[src/rtl/gesture_classify.sv]
// Per-frame hand gesture classifier: derives a raw class from the detector's bounding box
// and fingertip ratio, debounces it over STABLE_N frames and drops it after a frame timeout.
module gesture_classify #(
    parameter int MIN_W    = 16,
    parameter int MIN_H    = 16,
    parameter int TH1      = 40,
    parameter int TH2      = 25,
    parameter int TH3      = 15,
    parameter int STABLE_N = 3,
    parameter int TIMEOUT  = 2000000
) (
    input  logic        clk,
    input  logic        rst_n,
    input  logic        en,
    input  logic [11:0] x_min,
    input  logic [11:0] x_max,
    input  logic [11:0] y_min,
    input  logic [11:0] y_max,
    input  logic [19:0] fingertip_data,
    output logic [2:0]  raw_class,
    output logic [2:0]  gesture,
    output logic        gesture_valid,
    output logic        no_frame,
    output logic [15:0] frame_cnt
);
    localparam logic [1:0] S_IDLE   = 2'd0;
    localparam logic [1:0] S_CLASS  = 2'd1;
    localparam logic [1:0] S_FILT   = 2'd2;
    localparam logic [1:0] S_COMMIT = 2'd3;

    localparam int TW = $clog2(TIMEOUT + 1);
    localparam int CW = $clog2(STABLE_N + 1);
    localparam logic [TW-1:0] T_LAST   = TW'(TIMEOUT - 1);
    localparam logic [CW-1:0] STABLE_C = CW'(STABLE_N);
    localparam logic [11:0]   MIN_W_C  = 12'(MIN_W);
    localparam logic [11:0]   MIN_H_C  = 12'(MIN_H);
    localparam logic [19:0]   TH1_C    = 20'(TH1);
    localparam logic [19:0]   TH2_C    = 20'(TH2);
    localparam logic [19:0]   TH3_C    = 20'(TH3);

    logic [1:0]    state_reg;
    logic          en_reg;
    logic [11:0]   x_min_reg, x_max_reg, y_min_reg, y_max_reg;
    logic [19:0]   fd_reg;
    logic [2:0]    raw_class_reg, gesture_reg, cand_reg;
    logic          gv_reg, no_frame_reg;
    logic [15:0]   frame_cnt_reg;
    logic [CW-1:0] cnt_reg;
    logic [TW-1:0] tcnt_reg;

    logic          strobe, accept, timeout_hit;
    logic [11:0]   w, h;
    logic [2:0]    class_c;

    assign strobe      = en && !en_reg;
    assign accept      = strobe && (state_reg == S_IDLE);
    assign timeout_hit = (tcnt_reg == T_LAST) && !accept;

    // Inverted or degenerate boxes count as zero size and therefore as "no hand".
    assign w = (x_max_reg > x_min_reg) ? (x_max_reg - x_min_reg) : 12'd0;
    assign h = (y_max_reg > y_min_reg) ? (y_max_reg - y_min_reg) : 12'd0;

    always_comb begin
        class_c = 3'd4;
        if (w < MIN_W_C || h < MIN_H_C) class_c = 3'd0;
        else if (fd_reg >= TH1_C)       class_c = 3'd1;
        else if (fd_reg >= TH2_C)       class_c = 3'd2;
        else if (fd_reg >= TH3_C)       class_c = 3'd3;
    end

    always_ff @(posedge clk) begin
        if (!rst_n) begin
            state_reg     <= S_IDLE;
            en_reg        <= 1'b0;
            x_min_reg     <= '0;
            x_max_reg     <= '0;
            y_min_reg     <= '0;
            y_max_reg     <= '0;
            fd_reg        <= '0;
            raw_class_reg <= '0;
            gesture_reg   <= '0;
            cand_reg      <= '0;
            cnt_reg       <= '0;
            gv_reg        <= 1'b0;
            no_frame_reg  <= 1'b0;
            frame_cnt_reg <= '0;
            tcnt_reg      <= '0;
        end else begin
            en_reg <= en;
            gv_reg <= 1'b0;
            case (state_reg)
                S_IDLE: begin
                    if (strobe) begin
                        x_min_reg <= x_min;
                        x_max_reg <= x_max;
                        y_min_reg <= y_min;
                        y_max_reg <= y_max;
                        fd_reg    <= fingertip_data;
                        state_reg <= S_CLASS;
                    end
                end
                S_CLASS: begin
                    raw_class_reg <= class_c;
                    state_reg     <= S_FILT;
                end
                S_FILT: begin
                    if (raw_class_reg == cand_reg) begin
                        if (cnt_reg != STABLE_C) cnt_reg <= cnt_reg + 1'b1;
                    end else begin
                        cand_reg <= raw_class_reg;
                        cnt_reg  <= CW'(1);
                    end
                    state_reg <= S_COMMIT;
                end
                default: begin
                    frame_cnt_reg <= frame_cnt_reg + 16'd1;
                    if (cnt_reg == STABLE_C && cand_reg != gesture_reg) begin
                        gesture_reg <= cand_reg;
                        gv_reg      <= 1'b1;
                    end
                    state_reg <= S_IDLE;
                end
            endcase

            // Timeout handling is placed last so a drop overrides any same-cycle filter update.
            if (accept) begin
                tcnt_reg     <= '0;
                no_frame_reg <= 1'b0;
            end else if (timeout_hit) begin
                no_frame_reg <= 1'b1;
                gesture_reg  <= '0;
                cand_reg     <= '0;
                cnt_reg      <= '0;
                gv_reg       <= (gesture_reg != 3'd0);
            end else begin
                tcnt_reg <= tcnt_reg + 1'b1;
            end
        end
    end

    assign raw_class     = raw_class_reg;
    assign gesture       = gesture_reg;
    assign gesture_valid = gv_reg;
    assign no_frame      = no_frame_reg;
    assign frame_cnt     = frame_cnt_reg;
endmodule
[config.mk]
export PLATFORM = sky130hd
export DESIGN_NAME = gesture_classify
export DESIGN_NICKNAME = d
export VERILOG_FILES = /design/src/rtl/gesture_classify.sv
export SDC_FILE = /design/constraint.sdc
export NUM_CORES = 1
export LEC_CHECK = 0
export ABC_AREA = 1
export CAP_MARGIN = 20
export CORE_ASPECT_RATIO = 0.75
export CORE_MARGIN = 1
export CORE_UTILIZATION = 45
export DETAILED_ROUTE_END_ITERATION = 12
export PLACE_DENSITY = 0.75
export SLEW_MARGIN = 10
export SYNTH_ARGS = -nofsm -noshare
export SYNTH_HDL_FRONTEND = slang
export SYNTH_SLANG_ARGS = --single-unit
[constraint.sdc]
create_clock -name clk -period 3.1 [get_ports clk]
set_clock_uncertainty 0.05 [all_clocks]
set_input_delay 0.62 -clock clk [delete_from_list [all_inputs] [get_ports clk]]
set_output_delay 0.62 -clock clk [all_outputs]
set_load 0.01 [all_outputs]
==> results.py <==
metrics = {
    "cts": {
        "cts_tree": "built",
        "clock_sinks": 121,
        "cts.reportedPaths.clkPinSlew_ps": 60,
        "clockBufferDepth": 2,
        "cts_buffers": 17,
        "htreeDepth": 4,
        "root_buffer": "clkbuf_16",
        "hold_buffers": 0,
        "clk-insertion-delay-late_ps": 400,
        "post-cts-setup-buffers": 0,
        "cts_resized": 0,
    },
    "global_routing": {
        "grt_overflow_total": 0,
        "grt_pass1_vias": 5444,
        "grt_pass1_wl_mm": 25.1,
        "grt_max_degree": 137,
        "grtUsageTotal_pct": 21.1,
        "antenna_found_initial": 0,
    },
    "drt": {
        "drt_iter0_drc": 414,
        "vias": 5932,
        "drt-total-wl_mm": 14.4,
        "ant_nets": 0,
        "via_per_inst": 5.00,
        "route.detailed.drc": 5,
        "drt-pass1-iter-count": 9,
        "wl_per_cell_um": 12.2,
    },
    "logic_synthesis": {
        "async_flop_share_pct": 0,
        "synth_seq_cells": 121,
        "synth_area_sq_um": 6350,
        "yosysWarnings": 0,
        "syn-num-nets": 1010,
        "synth_common_cells": "158 x nand2_1, 156 x inv_1, 121 x dfxtp_1, 119 x a21oi_1, 89 x o21ai_0",
        "synthCells": 909,
        "yosysSeqAreaShare_pct": 38.1,
        "yosys.cell_types.count": 44,
        "yosysTopAreaCellShare_pct": 38.1,
        "ys.flop_type": "dfxtp_1",
        "yosys.area.top_type": "dfxtp_1",
        "yosys-top-cells-area": "dfxtp_1 38%, a21oi_1 9.4%, nand2_1 9.3%, inv_1 9.2%, o21ai_0 7.0%",
        "synth.avg_cell_area_sq_um": 6.99,
        "synth.most_common_cell": "nand2_1",
        "synth_edf_count": 0,
    },
    "layout": {
        "final.fill_count": 1276,
        "largest_reg_flops": 21,
        "final_nets": 1099,
        "area_growth_pct": 26.9,
        "drive_above_1_share_pct": 6.82,
        "diodes": 0,
    },
    "setup_path": {
        "crit_arrival_ps": 2520,
        "critPathMaxFanout": 5,
        "rr_worst_depth": 12,
        "startpoint": "y_min_reg[7]",
        "cp-start-kind": "flop",
        "crit_type": "reg -> reg",
        "reg2reg_from": "y_min_reg[7]",
        "cp_data_required_time_ps": 3380,
        "setup.worst_path.end_class": "flop",
    },
    "power": {
        "max-vdd-ir-drop_mv": 0.381,
        "total_power_mw": 6.32,
        "leakage_nw": 3.37,
        "pwr_density_cell_nw_per_um2": 784,
    },
    "place": {
        "gp_congestion": 0.880,
        "port_buffers": 94,
        "hpwl_mm": 10.6,
        "pre_cts_ws_ps": 725,
    },
    "run_status": {
        "violations": "design-rule violations",
        "status": "finished, violations left",
    },
    "die": {
        "dieHeight_um": 105,
        "core_area_sq_um": 13700,
        "die_area_sq_um": 14600,
        "die_w_um": 139,
        "start_util_pct": 46.2,
        "fp-row-count": 37,
        "ios": 95,
    },
    "timing": {
        "report.final.slew_viol_count": 0,
        "tightestPinTransition_ps": 695,
        "worst_slack_ps": 862,
        "rsz0062_at_grt": "false",
        "min_period_ps": 2240,
        "hold_violations": 0,
        "fmax_mhz": 447,
        "relSlewSlack_pct": 53.7,
        "setup_tns_ps": 0,
        "fin_crit_sh_pct": 72.2,
        "setup_viol": 0,
    },
    "hold_path": {
        "min_path_type": "reg -> reg",
        "hold_depth": 2,
        "worstHoldStart": "fd_reg[18]",
    },
    "run": {
        "cap_violations": 0,
    },
}
-- power breakdown --
group / total, mW / internal (mW) / switching [mW]
Clock: 2.01 / 1.31 / 0.706
Sequential: 1.94 / 1.81 / 0.126
Combinational: 2.37 / 0.886 / 1.48
Total: 6.32 / 4.00 / 2.31
-- worst max-delay path, stage by stage (launching register included) --
cell	delay (ps)
dfxtp_1	300
inv_1	50
ha_1	350
a21oi_1	250
a21boi_0	280
nand2_1	110
nand2_1	70
nand2_1	50
nand3_1	80
nor2_1	50
nor2_1	250
nand3_1	120
a21oi_1	150
-- metal layers --
| metal | vias up | share of wire (%) | global-route usage [%] |
|---|---|---|---|
| met2 | 120 | 43 | 32.5 |
| met5 | - | 0 | 0 |
| met3 | 15 | 4.5 | 5.13 |
| met1 | 2642 | 52 | 29.2 |
| li1 | 3155 | - | - |
| met4 | 0 | 0.97 | 5.87 |
-- final timing paths --
kind	end	slack [ps]
worst max-delay path	raw_class[0]	860
worst min-delay path	fd_reg[18]	400
worst max register to register	raw_class[0]	860
worst min register to register	fd_reg[18]	400
-- cell usage in the layout, fill, tap and decap left out, types with 5 or more instances in the layout --
cell             netlist  final
nor2_1                62     62
clkdlybuf4s50_1        0     93
nand2_1              158    158
nand3_1               30     29
o21ai_0               89     89
ha_1                  30     30
inv_2                  6      6
a21oi_1              119    119
dfxtp_1              121    121
nand4_1               25     25
clkbuf_16              0     17
nor3_1                17     17
inv_1                156    156
nor4_1                 5      5
nand3b_1               5      5
xnor2_1                5      5
-- through the flow --
stage / instance area [sq um] / hold slack (ps) / std cells / util [%]
floorplan: 6350 / 374 / 909 / -
global placement: 7450 / 384 / 1154 / 54.2
detailed placement: 7450 / 387 / 1154 / 54.2
CTS: 8060 / 396 / 1186 / 58.6
global route: 8060 / 415 / 1186 / 58.6
finish: 8060 / 397 / 1186 / 58.6
-- logic make-up (layout without fill, tap and decap cells) --
family                     after synthesis  in the layout  share of synthesized area, %
buffers and inverters                  191            293                          11.3
AOI/OAI and AO/OA                      225            225                          18.3
and+or+nand+nor                        330            330                          24.5
adders and majority gates               30             30                          5.91
muxes                                    3              3                         0.473
DFF                                    121            121                          38.1
xor gates and xnor gates                 9              9                          1.24
-- layout make-up --
class	instances	area [sq um]	share of cell area (%)
multi-input combinational	597	3220	40.0
sequential	121	2420	30.1
timing repair buffer	97	971	12.1
inverter	164	618	7.67
clock buffer	21	460	5.72
tap	175	219	2.72
clock inverter	11	145	1.80
Power figures use the tool's default switching activity.
